**src/rtl/m_div_pkg.sv**
```systemverilog
`default_nettype none
// ============================================================================
// Module      : m_div_pkg
// Description : Shared definitions for the iterative divider: FSM state
//               encoding and two's-complement helpers (absolute value and
//               negate) used for sign handling around the unsigned core.
// Ports       : none (package)
// Revision    : 1.0 - initial release
// ============================================================================
package m_div_pkg;

    // Divider FSM states.
    typedef enum logic [1:0] {
        IDLE = 2'd0,
        CALC = 2'd1,
        DONE = 2'd2
    } div_state_t;

    // The helpers work on a fixed 64-bit word. Callers zero-extend their
    // WIDTH-bit operand and truncate the result. This is exact for two's
    // complement because the low WIDTH bits of a negate depend only on the
    // low WIDTH bits of the input. The divider therefore supports WIDTH <= 64.
    localparam int C_FN_W = 64;
    typedef logic [C_FN_W-1:0] fn_word_t;

    function automatic fn_word_t f_negate(input fn_word_t value);
        return ~value + fn_word_t'(1);
    endfunction

    // The sign cannot be recovered from a zero-extended value, so the caller
    // passes it explicitly.
    function automatic fn_word_t f_abs(input fn_word_t value, input logic is_neg);
        return is_neg ? f_negate(value) : value;
    endfunction

endpackage : m_div_pkg
`default_nettype wire

```
**src/rtl/m_div_step.sv**
```systemverilog
`default_nettype none
// ============================================================================
// Module      : m_div_step
// Description : One radix-2 restoring division iteration. It shifts
//               {rem, quo} left by one bit and trial-subtracts the divisor.
//               The subtraction is kept if it does not go negative, and the
//               resulting quotient bit is shifted in at quo[0].
// Ports       : i_rem      [WIDTH:0]   partial remainder
//               i_quo      [WIDTH-1:0] partial quotient / remaining dividend bits
//               i_divisor  [WIDTH-1:0] divisor magnitude
//               o_rem_next [WIDTH:0]   partial remainder after this step
//               o_quo_next [WIDTH-1:0] partial quotient after this step
// Revision    : 1.0 - initial release
// ============================================================================
module m_div_step #(
    parameter int WIDTH = 32
) (
    input  logic [WIDTH:0]   i_rem,
    input  logic [WIDTH-1:0] i_quo,
    input  logic [WIDTH-1:0] i_divisor,
    output logic [WIDTH:0]   o_rem_next,
    output logic [WIDTH-1:0] o_quo_next
);

    // The shift and trial use one extra guard bit. Because the partial
    // remainder stays below the divisor, the top bit of w_trial is the sign
    // of (rem_shifted - divisor).
    logic [WIDTH+1:0] w_shifted;
    logic [WIDTH+1:0] w_trial;

    always_comb begin
        w_shifted  = {i_rem, i_quo[WIDTH-1]};
        w_trial    = w_shifted - {2'b00, i_divisor};
        o_rem_next = w_shifted[WIDTH:0];
        o_quo_next = {i_quo[WIDTH-2:0], 1'b0};
        if (!w_trial[WIDTH+1]) begin
            o_rem_next = w_trial[WIDTH:0];
            o_quo_next = {i_quo[WIDTH-2:0], 1'b1};
        end
    end

endmodule : m_div_step
`default_nettype wire

```
**src/rtl/m_iter_divider.sv**
```systemverilog
`default_nettype none
// ============================================================================
// Module      : m_iter_divider
// Description : Multi-cycle signed/unsigned integer divider. It computes one
//               quotient bit per cycle (radix-2 restoring) and follows RISC-V
//               M results for a zero divisor and for signed overflow.
//               Results are held until the consumer accepts them.
// Ports       : i_clk        clock, rising edge
//               i_reset_n    synchronous active-low reset
//               i_start      request a division (ignored while busy)
//               i_signed     1 = div/rem, 0 = divu/remu
//               i_dividend   [WIDTH-1:0] dividend
//               i_divisor    [WIDTH-1:0] divisor
//               i_ready      consumer accepts the result
//               o_busy       unit is not idle
//               o_valid      result is present
//               o_quotient   [WIDTH-1:0] quotient
//               o_remainder  [WIDTH-1:0] remainder (sign follows dividend)
//               o_div_zero   result came from a zero divisor
// Revision    : 1.0 - initial release
// ============================================================================
module m_iter_divider
    import m_div_pkg::*;
#(
    parameter int WIDTH = 32  // 4 <= WIDTH <= 64
) (
    input  logic             i_clk,
    input  logic             i_reset_n,
    input  logic             i_start,
    input  logic             i_signed,
    input  logic [WIDTH-1:0] i_dividend,
    input  logic [WIDTH-1:0] i_divisor,
    input  logic             i_ready,
    output logic             o_busy,
    output logic             o_valid,
    output logic [WIDTH-1:0] o_quotient,
    output logic [WIDTH-1:0] o_remainder,
    output logic             o_div_zero
);

    localparam int               CNT_W      = $clog2(WIDTH + 1);
    localparam logic [WIDTH-1:0] C_ALL_ONES = '1;
    localparam logic [WIDTH-1:0] C_MIN_NEG  = {1'b1, {(WIDTH-1){1'b0}}};

    div_state_t       r_state;
    logic [CNT_W-1:0] r_cnt;
    logic [WIDTH:0]   r_rem;
    logic [WIDTH-1:0] r_quo;
    logic [WIDTH-1:0] r_dvsr;
    logic             r_q_neg;
    logic             r_r_neg;
    logic             r_busy;
    logic             r_valid;
    logic             r_div_zero;
    logic [WIDTH-1:0] r_quotient;
    logic [WIDTH-1:0] r_remainder;

    logic             w_dvd_neg;
    logic             w_dvs_neg;
    logic [WIDTH-1:0] w_dvd_abs;
    logic [WIDTH-1:0] w_dvs_abs;
    logic             w_zero_div;
    logic             w_overflow;
    logic [WIDTH:0]   w_rem_next;
    logic [WIDTH-1:0] w_quo_next;
    logic [WIDTH-1:0] w_quo_final;
    logic [WIDTH-1:0] w_rem_final;

    // Operand signs only matter in signed mode, so unsigned mode never negates.
    assign w_dvd_neg  = i_signed & i_dividend[WIDTH-1];
    assign w_dvs_neg  = i_signed & i_divisor[WIDTH-1];
    // The most-negative dividend's magnitude still fits in WIDTH unsigned bits.
    assign w_dvd_abs  = WIDTH'(f_abs(fn_word_t'(i_dividend), w_dvd_neg));
    assign w_dvs_abs  = WIDTH'(f_abs(fn_word_t'(i_divisor), w_dvs_neg));
    assign w_zero_div = (i_divisor == '0);
    assign w_overflow = i_signed && (i_dividend == C_MIN_NEG) && (i_divisor == C_ALL_ONES);

    m_div_step #(
        .WIDTH (WIDTH)
    ) u_step (
        .i_rem      (r_rem),
        .i_quo      (r_quo),
        .i_divisor  (r_dvsr),
        .o_rem_next (w_rem_next),
        .o_quo_next (w_quo_next)
    );

    // Sign correction is applied to the last iteration's output so the
    // result registers load on the same edge that enters DONE.
    assign w_quo_final = r_q_neg ? WIDTH'(f_negate(fn_word_t'(w_quo_next))) : w_quo_next;
    assign w_rem_final = r_r_neg ? WIDTH'(f_negate(fn_word_t'(w_rem_next[WIDTH-1:0])))
                                 : w_rem_next[WIDTH-1:0];

    always_ff @(posedge i_clk) begin
        if (!i_reset_n) begin
            r_state     <= IDLE;
            r_cnt       <= '0;
            r_rem       <= '0;
            r_quo       <= '0;
            r_dvsr      <= '0;
            r_q_neg     <= 1'b0;
            r_r_neg     <= 1'b0;
            r_busy      <= 1'b0;
            r_valid     <= 1'b0;
            r_div_zero  <= 1'b0;
            r_quotient  <= '0;
            r_remainder <= '0;
        end else begin
            case (r_state)
                IDLE: begin
                    if (i_start) begin
                        r_busy <= 1'b1;
                        if (w_zero_div) begin
                            r_state     <= DONE;
                            r_valid     <= 1'b1;
                            r_div_zero  <= 1'b1;
                            r_quotient  <= C_ALL_ONES;
                            r_remainder <= i_dividend;
                        end else if (w_overflow) begin
                            r_state     <= DONE;
                            r_valid     <= 1'b1;
                            r_div_zero  <= 1'b0;
                            r_quotient  <= i_dividend;
                            r_remainder <= '0;
                        end else begin
                            r_state    <= CALC;
                            r_div_zero <= 1'b0;
                            r_rem      <= '0;
                            r_quo      <= w_dvd_abs;
                            r_dvsr     <= w_dvs_abs;
                            r_q_neg    <= w_dvd_neg ^ w_dvs_neg;
                            r_r_neg    <= w_dvd_neg;
                            r_cnt      <= CNT_W'(WIDTH);
                        end
                    end
                end
                CALC: begin
                    r_rem <= w_rem_next;
                    r_quo <= w_quo_next;
                    r_cnt <= r_cnt - CNT_W'(1);
                    if (r_cnt == CNT_W'(1)) begin
                        r_state     <= DONE;
                        r_valid     <= 1'b1;
                        r_quotient  <= w_quo_final;
                        r_remainder <= w_rem_final;
                    end
                end
                DONE: begin
                    // Result registers keep their values after the handshake.
                    if (i_ready) begin
                        r_state <= IDLE;
                        r_busy  <= 1'b0;
                        r_valid <= 1'b0;
                    end
                end
                default: begin
                    r_state <= IDLE;
                    r_busy  <= 1'b0;
                    r_valid <= 1'b0;
                end
            endcase
        end
    end

    assign o_busy      = r_busy;
    assign o_valid     = r_valid;
    assign o_quotient  = r_quotient;
    assign o_remainder = r_remainder;
    assign o_div_zero  = r_div_zero;

endmodule : m_iter_divider
`default_nettype wire

```
**config.mk**
```make
export PLATFORM = sky130hd
export DESIGN_NAME = m_iter_divider
export DESIGN_NICKNAME = d
export VERILOG_FILES = /design/src/rtl/m_div_pkg.sv /design/src/rtl/m_div_step.sv /design/src/rtl/m_iter_divider.sv
export SDC_FILE = /design/constraint.sdc
export NUM_CORES = 1
export LEC_CHECK = 0
export ABC_CLOCK_PERIOD_IN_PS = 10450
export CAP_MARGIN = 20
export CORE_MARGIN = 2
export CORE_UTILIZATION = 45
export CTS_CLUSTER_SIZE = 10
export DETAILED_ROUTE_END_ITERATION = 10
export GPL_TIMING_DRIVEN = 0
export HOLD_SLACK_MARGIN = 0.06
export PLACE_DENSITY = 0.77
export SLEW_MARGIN = 10
export SYNTH_ARGS = -nofsm -noshare
export SYNTH_HDL_FRONTEND = slang
export SYNTH_HIERARCHICAL = 1
export SYNTH_SLANG_ARGS = --single-unit
```
**constraint.sdc**
```tcl
create_clock -name i_clk -period 10.45 [get_ports i_clk]
set_clock_uncertainty 0.05 [all_clocks]
set_input_delay 1.045 -clock i_clk [delete_from_list [all_inputs] [get_ports i_clk]]
set_output_delay 1.045 -clock i_clk [all_outputs]
set_load 0.02 [all_outputs]
```
Yosys cells after proc, flatten, opt, wreduce, memory -nomap -nowiden
Cells that the tools add are included.

storage, ports and cells
  word-level logic and storage cells = 94
  output and inout port bits = 67
  register bits after elaboration = 174

cells by class
  equality and inequality tests = 11
  muxes and demuxes = 43
  bitwise gates (word level) = 10
  reduce and logical (&&, ||, !) cells = 12
  add/subtract/negate cells = 6

operators with widths
  operator               number
  $mux 32                15
  $pmux 32 s2            3
  $mux 33                4
  $add 32x1->32 const B  4
  $not 32->32            4
  $pmux 33 s2            1
  $eq 32x32->1 const B   2
  $sub 34x32->34         1
  $logic_not 32->1       1
  $mux 6                 3
  $reduce_and 4->1       4
  $pmux 6 s2             1
  $mux 2                 5
  $ne 2x2->1 const B     5
  $mux 1                 8
  $eq 6x1->1 const B     1
  $pmux 1 s3             2
  $pmux 2 s3             1
  $reduce_and 3->1       2
  $sub 6x1->6 const B    1
  $ne 3x3->1 const B     1
  $not 1->1              3
  $and 1x1->1            2
  $eq 2x1->1 const B     1
  other kinds (6)        7

Depth between registers and ports, before layout
  depth in word-level cells = 7
  gate-level depth with buffers = 21

Modules after synthesis
Netlist, hierarchy kept.

by module, submodules not included
  module          area an instance (um^2)  instances  sequential area each (um^2)  cells each
  m_iter_divider  10707.8                  1          3483.3                       1343
  m_div_step      2403.6                   1          0.0                          359

Least setup slack after synthesis
OpenSTA, ideal clock, no wires.

  path type = flip-flop to flip-flop
  start point = register r_dvsr[8]
  end point = register r_remainder[28], in the netlist o_remainder[28]
  cell stages (with the launch flop) = 20
  arrival = 4.780 ns
  path slack = 5.499 ns
  buffers on the path = 1
  setup time = 0.121 ns
  cells stage by stage = dfxtp_1 inv_1 ha_1 and3_1 or3b_1 a211oi_2 o31ai_1 and3_4 o31a_4 xor2_4 clkbuf_1 o21ai_0 inv_1 ha_1 nor4b_1 nand3_1 or4_4 a211o_1 o21ai_1 mux2i_1

between the ends
  cells in the longest elaborated chain, start to end = 7

ends and longest elaborated chain
  element                   line                   source
  start: declaration        m_iter_divider.sv:49   logic [WIDTH-1:0] r_dvsr;
  start signal: assignment  m_iter_divider.sv:130  r_dvsr <= w_dvs_abs;
  $sub 34x32->34            m_div_step.sv:33       w_trial = w_shifted - {2'b00, i_divisor};
  $mux 33                   m_div_step.sv:36       if (!w_trial[WIDTH+1]) begin
  net w_rem_next[1]         m_iter_divider.sv:64   logic [WIDTH:0] w_rem_next;
  $not 32->32               m_div_pkg.sv:27        return ~value + fn_word_t'(1);
  $add 32x1->32             m_div_pkg.sv:27
  $mux 32                   m_iter_divider.sv:91   assign w_rem_final = r_r_neg ? WIDTH'(f_negate(fn_word_t'(w_rem_next[WIDTH-1:0])))
  $mux 32                   m_iter_divider.sv:141  if (r_cnt == CNT_W'(1)) begin
  $pmux 32 s2               m_iter_divider.sv:109  case (r_state)
  end signal: assignment    m_iter_divider.sv:118  r_remainder <= i_dividend;
  end signal: assignment    m_iter_divider.sv:145  r_remainder <= w_rem_final;
  end: declaration          m_iter_divider.sv:56   logic [WIDTH-1:0] r_remainder;

The timed path passes the listed nets, and every way through them passes these cells. The select of a mux whose other input is x is not followed.
A chain may end at the register's enable or synchronous reset.

Final worst setup path
  start point = register r_dvsr[9]
  end point = register r_remainder[30], in the netlist o_remainder[30]

The elaborated chain is that of the path after synthesis.

==> results by group <==
Setup path
  – Crit-path cells: inv_1 > ha_1 > and3_1 > or3b_1 > a211oi_2 > o31ai_1 > and3_4 > o31a_4 > xor2_4 > clkbuf_1 > o21ai_0 > inv_1 > ha_1 > nor4b_1 > nand3_1 > nor4_1 > nor2_1 > o31ai_1 > mux2i_1
  – Critical Path End Type: flip-flop
  – Setup CP Type: reg -> reg
  – Worst Path Buf+Inv: 3
  – Worst-path fanout max: 10
  – CP max-delay cell: nor4_1
  – Worst R2R End: o_remainder[30]$_SDFFE_PN0P_
  – CP required: 10.73 ns
  – Worst r2r src: r_dvsr[9]$_SDFFE_PN0P_
  – Reg2Reg Setup Slack: 3.92 ns
  – Critical path's largest stage delay: 0.74 ns
  – Delay-heaviest family, CP: simple AND/OR/NAND/NOR gates
  – Arrival @ worst endpoint: 6.81 ns
  – Worst reg2reg path depth: 19
  – CP Launch Type: flip-flop

Synth
  – Post-synthesis sequential area ratio: 26.6%
  – Synthesized Nets: 1811
  – Mapped cell area: 0.0131 mm²
  – Top post-synthesis cells by count: 199 x nand2_1, 174 x dfxtp_1, 122 x a21oi_1, 101 x clkbuf_1, 88 x nand3_1
  – Top post-synthesis cells by area: dfxtp_1 27%, nand2_1 5.7%, xnor2_1 5.5%
  – Synth top area share: 26.6%
  – Syn. warnings: 6
  – EDFF count, synth: 0
  – Synth Instances: 1702
  – Area leader, netlist: dfxtp_1
  – Top_reg_cell synth: dfxtp_1
  – Register bit total from synthesis: 174
  – Yosys cell types: 86
  – Syn avg cell area: 7.70 µm²
  – Most common cell in the netlist: nand2_1
  – Ys async rst share: 0%

Global route
  – First-pass GRT wire length: 73900 µm
  – Largest net degree at the start of global routing: 18
  – Total grt overflow: 0
  – Total track usage: 30.9%
  – Number of global-route vias before repair: 13000
  – Initial antenna violation count: 0

Placed design
  – Placer Congestion: 0.977
  – Placed cell areas: 0.0149 mm²
  – HPWL after DPL: 37200 µm
  – IO Port Bufs: 131
  – Setup slack at placement: 4.07 ns

Layout
  – Fillcell total: 2744
  – Sequential cell area: 0.00348 mm²
  – Share of layout cells above drive strength 1: 7.34%
  – N_diodes: 0
  – Fin area: 0.0155 mm²
  – Synth-to-layout area growth: 18.2%
  – Area of the multi-input gates: 0.00858 mm²
  – Fin nets: 1963

Route
  – DR WL/cell: 21.4 µm
  – # DRC: 0
  – Iteration-0 DRC Markers: 1886
  – Vias per inst: 6.23
  – Drt pass-1 iters: 6
  – Via count: 14000
  – Final wirelength: 48300 µm
  – Detail Route Antenna Nets: 0

Clocking
  – Post-CTS Setup Inserts: 0
  – CTS tree: yes
  – Inserted Clock Buffers: 17
  – Skew-Pair Late Insertion Delay: 0.45 ns
  – Post_cts resized: 0
  – CTS root buffer: clkbuf_16
  – Clock slew at reported path FFs: 0.08 ns
  – CTS Hold Bufs: 0
  – CTS H-tree lvls: 4
  – Clk sinks: 174
  – Max Root-Sink Buffers: 2

Hold path
  – Worst hold path class: reg -> reg
  – Hold path start: o_quotient[25]$_SDFFE_PN0P_
  – Hold path endpoint: o_quotient[25]$_SDFFE_PN0P_
  – Hold depth: 2

Timing
  – Worst setup margin: 3.92 ns
  – Setup TNS: 0 ns
  – Max Freq: 153 MHz
  – RSZ-0062 raised after global routing: no
  – Max-slew violations: 0
  – Final Hold Viols: 0
  – Relative slew slack: 32.6%
  – Worst-Margin Slew: 1.01 ns
  – Final worst path period need: 6.53 ns
  – Endpoints failing setup: 0
  – Ratio of final minimum period to clock period: 62.5%

Die
  – Starting Density: 45.7%
  – CORE AREA: 0.0287 mm²
  – Total Die Area: 0.0305 mm²
  – Die width: 175 µm
  – Row count: 62
  – IO Pins: 136
  – Die Ht: 175 µm

Pwr
  – Lkg Pwr: 0.00593 µW
  – Max IR drop VDD: 130 µV
  – Pwr Density: 195 mW/mm²

Job
  – # Max-Cap Violations: 0

Outcome
  – Status: finished clean
==> sequential cells by signal, summed over array words and instances, names as in the netlist, 2 cells and up <==
name,flops
o_quotient,32
r_rem,33
r_cnt,6
r_dvsr,32
r_quo,32
o_remainder,32
r_state,2
==> cell families (layout without fill, tap and decap cells) <==
kind of cell / count (synthesis) / in the layout / synth area share [%]
flip-flops: 174 / 174 / 26.6
XOR/XNOR: 126 / 126 / 8.56
adder cells (fa/ha/maj): 40 / 40 / 3.87
multiplexers: 77 / 77 / 5.93
AO/OA/AOI/OAI: 482 / 482 / 24.8
AND/OR/NAND/NOR: 573 / 573 / 22.3
buffers and inverters: 230 / 395 / 8.03
==> through the flow <==
stage	power [µW]	std cells	hold WS, ns	util [%]
3_3_place_gp	2300	2217	0.394	51.9
4_1_cts	2970	2251	0.410	54.0
5_1_grt	3190	2251	0.428	54.0
3_5_place_dp	2320	2219	0.401	52.0
6_report	3020	2251	0.407	54.0
2_1_floorplan	1920	1702	0.399	-
==> worst register-to-register path: stages (launching register included) <==
cell and delay, ns:
dfxtp_1 0.35, inv_1 0.05, ha_1 0.39, and3_1 0.21
or3b_1 0.38, a211oi_2 0.37, o31ai_1 0.14, and3_4 0.22
o31a_4 0.30, xor2_4 0.36, clkbuf_1 0.49, o21ai_0 0.30
inv_1 0.11, ha_1 0.19, nor4b_1 0.71, nand3_1 0.47
nor4_1 0.75, nor2_1 0.11, o31ai_1 0.35, mux2i_1 0.11
==> final cells by class <==
cell class,count,share of cell area (%)
clock buffer,19,2.79
inverter,67,1.62
multi-input combinational,1298,55.4
timing repair buffer,133,8.56
clock inverter,13,0.913
buffer,163,5.17
sequential,174,22.5
tap,384,3.10
==> per-layer routing <==
layer  track usage, %  share of wire (%)  vias up
met4             17.2                5.9        0
li1                 -                  -     6552
met1             38.7                 41     6552
met2             50.4                 45      752
met3             5.46                8.5      169
met5                0                  0        -
==> cell usage in the layout (no fill, tap or decap), types with 7 or more instances in the layout <==
master	count
clkbuf_1	103
clkdlybuf4s50_1	131
xnor2_1	83
buf_1	9
or4_4	7
buf_4	39
mux2i_1	72
or3_1	20
a31oi_1	23
nand2b_1	12
or4_1	14
o211ai_1	15
a21o_1	23
inv_1	64
buf_2	9
o21ai_0	83
o311ai_1	19
ha_1	39
o31ai_1	24
nor3_1	37
clkbuf_16	17
inv_6	7
o21ai_1	13
nor2b_1	10
nor2_1	73
dfxtp_1	174
nor4_1	18
o41ai_1	13
nand4_1	41
o221ai_1	20
o22ai_1	25
a211oi_1	34
xor2_1	42
nand3_1	88
nand2_1	199
and3_1	15
a21oi_1	122
==> worst max path at each step <==
stage	startpoint	end	depth (start not counted)
global placement	r_dvsr[8]$_SDFFE_PN0P_	o_remainder[30]$_SDFFE_PN0P_	19
finish	r_dvsr[9]$_SDFFE_PN0P_	o_remainder[30]$_SDFFE_PN0P_	19
detailed placement	r_dvsr[13]$_SDFFE_PN0P_	o_remainder[30]$_SDFFE_PN0P_	19
global route	r_dvsr[1]$_SDFFE_PN0P_	o_remainder[30]$_SDFFE_PN0P_	19
floorplan	r_dvsr[8]$_SDFFE_PN0P_	o_remainder[28]$_SDFFE_PN0P_	19
CTS	r_dvsr[9]$_SDFFE_PN0P_	o_remainder[30]$_SDFFE_PN0P_	19
==> report_power, final <==
| part | internal (µW) | total [µW] | switching (µW) |
|---|---|---|---|
| Sequential | 721 | 769 | 48.5 |
| Clock | 340 | 663 | 323 |
| Combinational | 591 | 1590 | 999 |
Note: power is estimated with default switching activity, not from simulation.
